==> src/rtl/vend_pkg.sv <==
// Coin codes, FSM state encoding and coin helpers shared by the vending
// machine's coin-accepting and change-returning FSMs.
package vend_pkg;

    localparam logic [1:0] COIN_NONE = 2'b00;
    localparam logic [1:0] COIN_ONE  = 2'b01;
    localparam logic [1:0] COIN_TWO  = 2'b10;

    typedef logic [2:0] state_t;

    localparam state_t ST_IDLE   = 3'd0;
    localparam state_t ST_SELECT = 3'd1;
    localparam state_t ST_FIRE   = 3'd2;
    localparam state_t ST_GAP    = 3'd3;
    localparam state_t ST_DONE   = 3'd4;
    localparam state_t ST_FAULT  = 3'd5;

    // Face value in units of a coin code; unknown codes are worth nothing.
    function automatic logic [1:0] coin_val(input logic [1:0] code);
        case (code)
            COIN_ONE: coin_val = 2'd1;
            COIN_TWO: coin_val = 2'd2;
            default:  coin_val = 2'd0;
        endcase
    endfunction

endpackage

==> src/rtl/coin_inventory.sv <==
// Per-denomination coin stock: two saturating up/down counters driven by
// refill (coin loaded) and take (coin dispensed) strobes.
module coin_inventory #(
    parameter int CNT_W = 6
) (
    input  logic             clk,
    input  logic             rst,
    input  logic             refill_one,
    input  logic             refill_two,
    input  logic             take_one,
    input  logic             take_two,
    output logic [CNT_W-1:0] inv_one,
    output logic [CNT_W-1:0] inv_two
);

    // A simultaneous refill and take cancel out, even when the counter is full.
    function automatic logic [CNT_W-1:0] next_count(
        input logic [CNT_W-1:0] cnt,
        input logic             up,
        input logic             down
    );
        next_count = cnt;
        if (up && !down && cnt != '1)
            next_count = cnt + 1'b1;
        else if (down && !up && cnt != '0)
            next_count = cnt - 1'b1;
    endfunction

    // NOTE: state registers use non-blocking assignment so every flop samples
    // the pre-edge values; blocking here would create ordering-dependent logic.
    always_ff @(posedge clk) begin
        if (rst) begin
            inv_one <= '0;
            inv_two <= '0;
        end else begin
            inv_one <= next_count(inv_one, refill_one, take_one);
            inv_two <= next_count(inv_two, refill_two, take_two);
        end
    end

endmodule

==> src/rtl/change_dispenser.sv <==
// Change return FSM: pays a requested amount greedily (2-unit coins first)
// through a fire/ack hopper handshake and reports timeout or lack of coins.
module change_dispenser
    import vend_pkg::*;
#(
    parameter int AMT_W   = 4,
    parameter int CNT_W   = 6,
    parameter int TIMEOUT = 64,
    parameter int GAP_CYC = 2
) (
    input  logic             clk,
    input  logic             rst,
    input  logic             req_valid,
    input  logic [AMT_W-1:0] req_amount,
    output logic             req_ready,
    output logic [1:0]       coin_out,
    output logic             coin_fire,
    input  logic             coin_ack,
    output logic             done,
    output logic             fault,
    input  logic             fault_clr,
    output logic [AMT_W-1:0] shortfall,
    output logic [AMT_W-1:0] paid_out,
    input  logic             refill_one,
    input  logic             refill_two,
    output logic [CNT_W-1:0] inv_one,
    output logic [CNT_W-1:0] inv_two
);

    localparam int TMR_W = $clog2(TIMEOUT + 1);
    localparam int GAP_W = $clog2(GAP_CYC + 1);

    state_t           state;
    logic [1:0]       code;
    logic [AMT_W-1:0] rem;
    logic [AMT_W-1:0] paid;
    logic [TMR_W-1:0] timer;
    logic [GAP_W-1:0] gap_cnt;

    logic             ack_take;
    logic             take_one;
    logic             take_two;
    logic [AMT_W-1:0] code_units;

    assign ack_take   = (state == ST_FIRE) && coin_ack;
    assign take_one   = ack_take && (code == COIN_ONE);
    assign take_two   = ack_take && (code == COIN_TWO);
    assign code_units = AMT_W'(coin_val(code));

    coin_inventory #(
        .CNT_W (CNT_W)
    ) u_inventory (
        .clk        (clk),
        .rst        (rst),
        .refill_one (refill_one),
        .refill_two (refill_two),
        .take_one   (take_one),
        .take_two   (take_two),
        .inv_one    (inv_one),
        .inv_two    (inv_two)
    );

    // NOTE: every datapath register is reset so an aborted transaction leaves
    // no stale remainder or coin code behind for the next request.
    always_ff @(posedge clk) begin
        if (rst) begin
            state   <= ST_IDLE;
            code    <= COIN_NONE;
            rem     <= '0;
            paid    <= '0;
            timer   <= '0;
            gap_cnt <= '0;
        end else begin
            case (state)
                ST_IDLE: begin
                    if (req_valid) begin
                        rem   <= req_amount;
                        paid  <= '0;
                        state <= ST_SELECT;
                    end
                end
                ST_SELECT: begin
                    timer <= '0;
                    // Greedy pick; the rem guards keep rem from underflowing.
                    if (rem == '0) begin
                        state <= ST_DONE;
                    end else if (rem >= AMT_W'(2) && inv_two != '0) begin
                        code  <= COIN_TWO;
                        state <= ST_FIRE;
                    end else if (inv_one != '0) begin
                        code  <= COIN_ONE;
                        state <= ST_FIRE;
                    end else begin
                        state <= ST_FAULT;
                    end
                end
                ST_FIRE: begin
                    if (coin_ack) begin
                        rem     <= rem - code_units;
                        paid    <= paid + code_units;
                        gap_cnt <= '0;
                        state   <= ST_GAP;
                    end else if (timer == TMR_W'(TIMEOUT - 1)) begin
                        state <= ST_FAULT;
                    end else begin
                        timer <= timer + 1'b1;
                    end
                end
                ST_GAP: begin
                    if (gap_cnt == GAP_W'(GAP_CYC - 1))
                        state <= ST_SELECT;
                    else
                        gap_cnt <= gap_cnt + 1'b1;
                end
                ST_DONE: begin
                    state <= ST_IDLE;
                end
                ST_FAULT: begin
                    if (fault_clr)
                        state <= ST_IDLE;
                end
                default: begin
                    state <= ST_IDLE;
                end
            endcase
        end
    end

    assign req_ready = (state == ST_IDLE);
    assign coin_fire = (state == ST_FIRE);
    assign coin_out  = (state == ST_FIRE) ? code : COIN_NONE;
    assign done      = (state == ST_DONE);
    assign fault     = (state == ST_FAULT);
    assign shortfall = (state == ST_FAULT) ? rem : '0;
    assign paid_out  = paid;

endmodule

==> config.mk <==
export PLATFORM = sky130hd
export DESIGN_NAME = change_dispenser
export DESIGN_NICKNAME = d
export VERILOG_FILES = /design/src/rtl/vend_pkg.sv /design/src/rtl/coin_inventory.sv /design/src/rtl/change_dispenser.sv
export SDC_FILE = /design/constraint.sdc
export NUM_CORES = 1
export LEC_CHECK = 0
export BUFFER_PORTS_ARGS = -buffer_cell sky130_fd_sc_hd__buf_4
export CORE_ASPECT_RATIO = 0.8
export CORE_MARGIN = 1.5
export CORE_UTILIZATION = 30
export CTS_CLUSTER_DIAMETER = 120
export DETAILED_ROUTE_END_ITERATION = 8
export PLACE_DENSITY = 0.53
export SLEW_MARGIN = 0
export SYNTH_ARGS = -nofsm -noshare
export SYNTH_HDL_FRONTEND = slang
export SYNTH_HIERARCHICAL = 1
export SYNTH_SLANG_ARGS = --single-unit
export TNS_END_PERCENT = 5
==> constraint.sdc <==
create_clock -name clk -period 7.6 [get_ports clk]
set_clock_uncertainty 0.15 [all_clocks]
set_input_delay 0.76 -clock clk [delete_from_list [all_inputs] [get_ports clk]]
set_output_delay 0.76 -clock clk [all_outputs]
set_load 0.01 [all_outputs]
==> key figures, run 1 <==
Die
  – Starting Density: a little under a third
  – Core Box Area: 7570 sq um
  – Die width: 103 um
  – Die Footprint: 8520 sq um
  – Standard-cell rows: 28
  – Die height: around 83 um
  – Top-level I/O count: 37

Clocking
  – Clock latency on the worst-skew pair: 0.29 ns
  – Clock buffer depth: 2
  – Post_cts resized: 0
  – CTS H-tree depth: 2
  – CTS tree: yes
  – Count of clock tree sinks: 34
  – Post-cts hold buffer count: 0
  – Clk root buf: clkbuf_8
  – Num CTS Buffers: 5
  – Worst-path clk slew: 0.07 ns
  – Total setup buffers inserted after CTS: 0

Synth
  – Top cell type's share of synthesized area: approximately 28%
  – Yosys top cell by area: dfxtp_1
  – Synthesized area per cell: between 8 and 9 sq um
  – Synth Warn #: 6
  – Ys async rst share: 0%
  – Share of the yosys chip area belonging to registers: between 20% and 30%
  – FF+latch count, synth: 34
  – Predominant post-synthesis flop cell: dfxtp_1
  – Post-synthesis cell type count: 68
  – Cell count after synthesis: 280
  – Post-synth design cell area: 2390 sq um
  – Post-synth top cells: 34 x dfxtp_1, 23 x nor2_1, 21 x a21oi_1
  – Synth area leaders: dfxtp_1 28%, ha_1 7.3%, a21oi_1 4.4%
  – Net Count, Synth: about 310
  – Most frequent cell after synthesis: dfxtp_1
  – Post-synth EDFFs: 0

Placed design
  – Placer congestion estimate: between 0.8 and 0.9
  – Placed instance area: 2730 sq um
  – I/O Buffers: 36
  – HPWL after detailed placement: 4240 um

Critical path
  – Worst r2r src: state[0]
  – Crit path DAT: between 3 and 4 ns
  – CP Max Fanout: 12
  – CP Capture Point: u_inventory/inv_two[5]
  – R2r worst-path depth: 11
  – Crit path capture type: register
  – WS Path Type: reg -> reg
  – Startpoint Class: register
  – Origin of the worst setup path: state[0]
  – CP Data Required Time: 7.63 ns
  – RR Endpoint: u_inventory/inv_two[5]
  – R2R Setup Slk: between 4 and 5 ns

STA
  – Max_slew headroom: roughly 44%
  – Pins over their slew limit: 0
  – Worst slew pin tran: between 0.8 and 0.9 ns
  – Hold Fails Final Rpt: 0
  – Highest Clock Rate: between 200 and 300 MHz
  – Setup Viol. Count Final: 0
  – Tmin final: 3.43 ns
  – Final worst path period share: 45.2%
  – RSZ-0062 raised after global routing: false
  – Sum Neg Setup Slack: 0 ns
  – Final hold slack: approximately 0.31 ns

Pwr
  – Leak pwr: roughly 0.0011 uW
  – VDD IR-drop max: ~0.079 mV
  – Power density cells: between 200 and 250 nW/um^2

Detailed routing
  – Drt pass-1 iters: 4
  – Vias per cell: 5.27
  – Via count: about 2.2k
  – Met3 wire len: 281 um
  – WL final: 5780 um
  – Met2 wire len: approximately 2500 um
  – Initial drt markers: 67
  – Wire per inst: roughly 14 um
  – Met1 wire length: between 2000 and 3000 um
  – Remaining antenna violation count: 0
  – Max Used Layer: met4
  – DR DRC count: 0

Cells and area
  – Share of cells above drive strength 1: 19.5%
  – Fin nets: roughly 340
  – Antenna diodes: 0
  – Util after Layout: a little under two fifths
  – Register Area: around 700 sq um
  – Final instance area: between 2000 and 3000 sq um
  – Multi-input gate area: 1610 sq um
  – Fill count: about 810
  – Area delta synth->final: 18.1%

Global routing
  – Initial antenna violation count: 0
  – Tot GR Track Use: between 10% and 20%
  – Global-route wire length before repair: ~9900 um
  – Maximum number of pins on one net before global-route repair: 41
  – Vias in the first global route: 2,098
  – Total gr overflow: 0

Min path
  – Worst hold path class: reg -> reg

Flow run
  – Max_cap viols: 0

Status
  – Status: finished, final reports clean
kinds of logic (layout without fill, tap and decap cells):
| family | after synthesis | count (layout) | synth area share, % |
|---|---|---|---|
| fa+ha+maj | 18 | 18 | 10.7 |
| buf+inv | 22 | 55 | 4.24 |
| compound gates | 80 | 80 | 24.5 |
| mux | 4 | 4 | 1.73 |
| flops | 34 | 34 | 28.5 |
| simple gates | 115 | 115 | 27.8 |
| xor+xnor | 7 | 7 | 2.56 |
registers in the layout, indices dropped and copies added (netlist names):
signal               cells
code                     2
gap_cnt                  2
paid_out                 4
rem                      4
state                    3
timer                    7
u_inventory/inv_one      6
u_inventory/inv_two      6
through the flow:
step / total power (uW) / worst slack (ns) / std cells
2_1_floorplan: 453 / 4.48 / 280
3_3_place_gp: 522 / 4.24 / 410
6_report: 660 / 4.17 / 418
4_1_cts: 668 / 4.16 / 418
5_1_grt: 715 / 3.82 / 418
3_5_place_dp: 523 / 4.17 / 410
worst min path at each step:
| stage | from | slack (ns) | cells after the start | end |
|---|---|---|---|---|
| after floorplan | timer[6] | 0.29 | 2 | timer[6] |
| after global placement | timer[6] | 0.30 | 2 | timer[6] |
| after detailed placement | timer[6] | 0.31 | 2 | timer[6] |
| after CTS | timer[6] | 0.32 | 2 | timer[6] |
| after global routing | timer[5] | 0.34 | 2 | timer[5] |
| final | timer[6] | 0.31 | 2 | timer[6] |
power breakdown:
| group | internal [uW] | total (uW) | switching (uW) |
|---|---|---|---|
| combinational | 122 | 268 | 146 |
| clock | 73.2 | 141 | 68.3 |
| sequential | 203 | 251 | 48.3 |
worst max-delay path, cell delays in order, from the launching register on:
cell	delay, ns
dfxtp_1	0.60
or3b_1	0.31
inv_2	0.16
and3_1	0.20
nand2b_1	0.14
o21ba_4	0.25
clkinv_1	0.29
ha_1	0.41
a211o_2	0.35
a211o_1	0.29
nand4_1	0.09
nand3_1	0.07
cell type report:
class,instances,area share [%]
multi-input combinational,224,57.0
sequential,34,24.1
timing repair buffer,36,9.57
tap,105,4.65
clock buffer,7,3.06
inverter,11,1.46
clock inverter,1,0.177
metal layers:
metal  track usage (%)  up-vias
met2              21.1       45
met5                 0        -
met1              21.1     1045
met4              4.30        0
li1                  -     1106
met3              2.78        5
cell usage in the layout (no fill, tap or decap), types with 3 or more instances in the layout:
cell	synthesis	routed
buf_4	2	36
dfxtp_1	34	34
nor2_1	23	23
a21oi_1	21	21
nand2_1	14	14
ha_1	14	14
nor3_1	11	11
a211oi_1	9	9
inv_1	8	8
nand3_1	8	8
o21ai_0	8	8
and2_1	7	7
or3_1	7	7
nor2b_1	6	6
xor2_1	6	6
clkbuf_8	0	6
nand4_1	5	5
nand2b_1	4	4
and3_1	4	4
nor3b_1	4	4
nor4_1	4	4
o31ai_1	4	4
fa_1	4	4
a21o_1	4	4
a21boi_1	3	3
or2_2	3	3
nand4b_1	3	3
mux2i_1	3	3
No activity file was read; power rests on OpenSTA's default activity.
==> inputs of run 2 (changes only) <==
PLACE_DENSITY = 0.54   (was 0.53)
clock period = 2.9 ns   (was 7.6 ns; I/O delays follow)
==> key figures, run 2 (synthesized netlist as in run 1, its figures left out) <==
Die
  – Die width: 103 um (unchanged)
  – Starting Density: 31.6% (unchanged)
  – Top-level I/O count: 37 (unchanged)
  – Core Box Area: 7570 sq um (unchanged)
  – Die height: 82.9 um (unchanged)
  – Standard-cell rows: 28 (unchanged)
  – Die Footprint: 8520 sq um (unchanged)

Detailed routing
  – Initial drt markers: 78 (+16%)
  – Remaining antenna violation count: 0 (unchanged)
  – Via count: 2,186 (-0.68%)
  – DR DRC count: 0 (unchanged)
  – Vias per cell: 5.14 (-2.3%)
  – Drt pass-1 iters: 4 (unchanged)
  – WL final: 5740 um (-0.67%)
  – Wire per inst: 13.5 um (-2.3%)

Critical path
  – Worst path max stage delay: 0.36 ns (-0.24 ns)
  – Crit path capture type: register
  – CP Data Required Time: 2.92 ns (-4.71 ns)
  – Kind of cell adding the most delay to the critical path: compound AO/OA/AOI/OAI gates
  – CP Buf/Inv Count: 2 (unchanged)
  – Critical-path cell list: nand2b_1, inv_1, and3_1, nand2b_1, o21ba_4, clkinv_4, ha_1, a211o_2, a211o_1, nand4_1, nand3_1
  – Origin of the worst setup path: code[0]
  – CP Max Fanout: 12 (unchanged)
  – CP max stage cell: dfxtp_1
  – Crit-path most repeated cell: nand2b_1
  – Worst r2r src: code[0]
  – Crit path DAT: 2.75 ns (-0.71 ns)
  – WS Path Type: reg -> reg
  – Startpoint Class: register

STA
  – Max_slew headroom: 65.8% (+21 points)
  – Hold Fails Final Rpt: 0 (unchanged)
  – RSZ-0062 raised after global routing: false
  – Final worst path period share: 94.0% (+49 points)
  – Pins over their slew limit: 0 (unchanged)
  – Setup Viol. Count Final: 0 (unchanged)
  – Tmin final: 2.73 ns (-0.707 ns)
  – Highest Clock Rate: 367 MHz (+26%)
  – Final hold slack: 0.0681 ns (-0.245 ns)
  – Sum Neg Setup Slack: 0 ns (unchanged)
  – Worst slew pin tran: 0.508 ns (-0.325 ns)

Clocking
  – Clock latency on the worst-skew pair: 0.28 ns (about the same)
  – CTS H-tree depth: 2 (unchanged)
  – Num CTS Buffers: 5 (unchanged)
  – Clk root buf: clkbuf_8
  – CTS tree: yes
  – Count of clock tree sinks: 34 (unchanged)
  – Clock buffer depth: 2 (unchanged)
  – Worst-path clk slew: 0.07 ns (about the same)

Global routing
  – Global-route wire length before repair: 9540 um (-3.9%)
  – Tot GR Track Use: 14.1% (-0.31 points)
  – Maximum number of pins on one net before global-route repair: 41 (unchanged)
  – Vias in the first global route: 1,964 (-6.4%)
  – Total gr overflow: 0 (unchanged)
  – Initial antenna violation count: 0 (unchanged)

Cells and area
  – Max reg flops: 7 (unchanged)
  – Fin nets: 348 (+2.1%)
  – Antenna diodes: 0 (unchanged)
  – Registers with the most flip-flops: timer: 7 flops, u_inventory/inv_one: 6 flops, u_inventory/inv_two: 6 flops
  – Most common cell after layout, fill and taps aside: buf_4
  – Area delta synth->final: 20.8%
  – Top reg by flops: timer
  – Most frequent cells in the layout: 43 x buf_4, 34 x dfxtp_1, 23 x nor2_1
  – Share of cells above drive strength 1: 22.2% (+2.7 points)

Flow run
  – Max_cap viols: 0 (unchanged)

Pwr
  – Switching part of the total power: 39.0% (-0.69 points)
  – Net Sw Power: 696 uW (+170%)
  – Sequential power share: 34.4% (-3.6 points)
  – VDD IR-drop max: 0.183 mV (+130%)
  – Power density cells: 617 nW/um^2 (+160%)
  – Leak pwr: 0.00118 uW (+3.6%)
  – Comb power frac: 44.9% (+4.3 points)
  – Clock share of power: 20.7% (-0.7 points)
  – Cell-internal power: 1090 uW (+170%)

Min path
  – HP Start: req_valid
  – Worst hold path class: in -> reg

Placed design
  – I/O Buffers: 36 (unchanged)
  – Placer congestion estimate: 0.799 (-1.3%)
  – HPWL after detailed placement: 4270 um (+0.64%)

Status
  – Status: finished, final reports clean
run 2: cell types whose count changed in the layout (fill, tap and decap cells not counted):
cell / before / now
clkinv_4: 0 / 1
a211oi_2: 0 / 1
clkinv_1: 2 / 0
clkinv_2: 1 / 2
buf_4: 36 / 43
o21ai_1: 2 / 3
a211oi_1: 9 / 8
o21ai_0: 8 / 7
run 2: routing by layer:
metal	wire [um]	global-route usage, %	share of wire (%)
met1	2970	21.1	52
met2	2410	19.8	42
met3	316	3.54	5.5
met4	46	3.81	0.80
met5	0	0	0
run 2: cell type report:
| type | count | area (sq um) |
|---|---|---|
| fillers | 818 | 4680 |
| multi-input cells | 224 | 1610 |
| flip-flops and latches | 34 | 681 |
| repair buffers | 43 | 323 |
| clock buffers | 7 | 86.3 |
| inverters | 11 | 47.5 |
| clock inverters | 1 | 5.00 |
| well taps | 105 | 131 |
run 2: metrics by stage:
step / instance area, sq um / util (%) / instances / worst slack, ns / power [uW]
6_report: 2890 / 38.2 / 425 / 0.173 / 1780
3_5_place_dp: 2790 / 36.9 / 417 / 0.177 / 1420
3_3_place_gp: 2790 / 36.9 / 417 / 0.238 / 1420
5_1_grt: 2890 / 38.2 / 425 / 0.0187 / 1930
2_1_floorplan: 2400 / - / 280 / -0.0311 / 1190
4_1_cts: 2880 / 38.1 / 425 / 0.173 / 1800
run 2: path summary, 6_finish.rpt:
check / endpoint / slack [ns] / cells past startpoint
hold / removal: paid_out[3] / 0.07 / 2
hold reg to reg: timer[6] / 0.32 / 2
setup / recovery: u_inventory/inv_two[5] / 0.17 / 11
setup reg to reg: u_inventory/inv_two[5] / 0.17 / 11
run 2: timing repair:
item                                    4_1_cts  5_1_grt
hold endpoints to repair                      0        0
setup buffers                                 0        0
resized for setup                             0        2
hold buffers                                  0        0
endpoints found under the setup margin        0        1
run 2: power by group through the flow:
stage	logic, uW	clock network [uW]	registers [uW]
floorplan	575	0	614
global placement	798	0	624
detailed placement	798	0	623
CTS	803	383	613
global route	904	399	629
finish	801	369	612
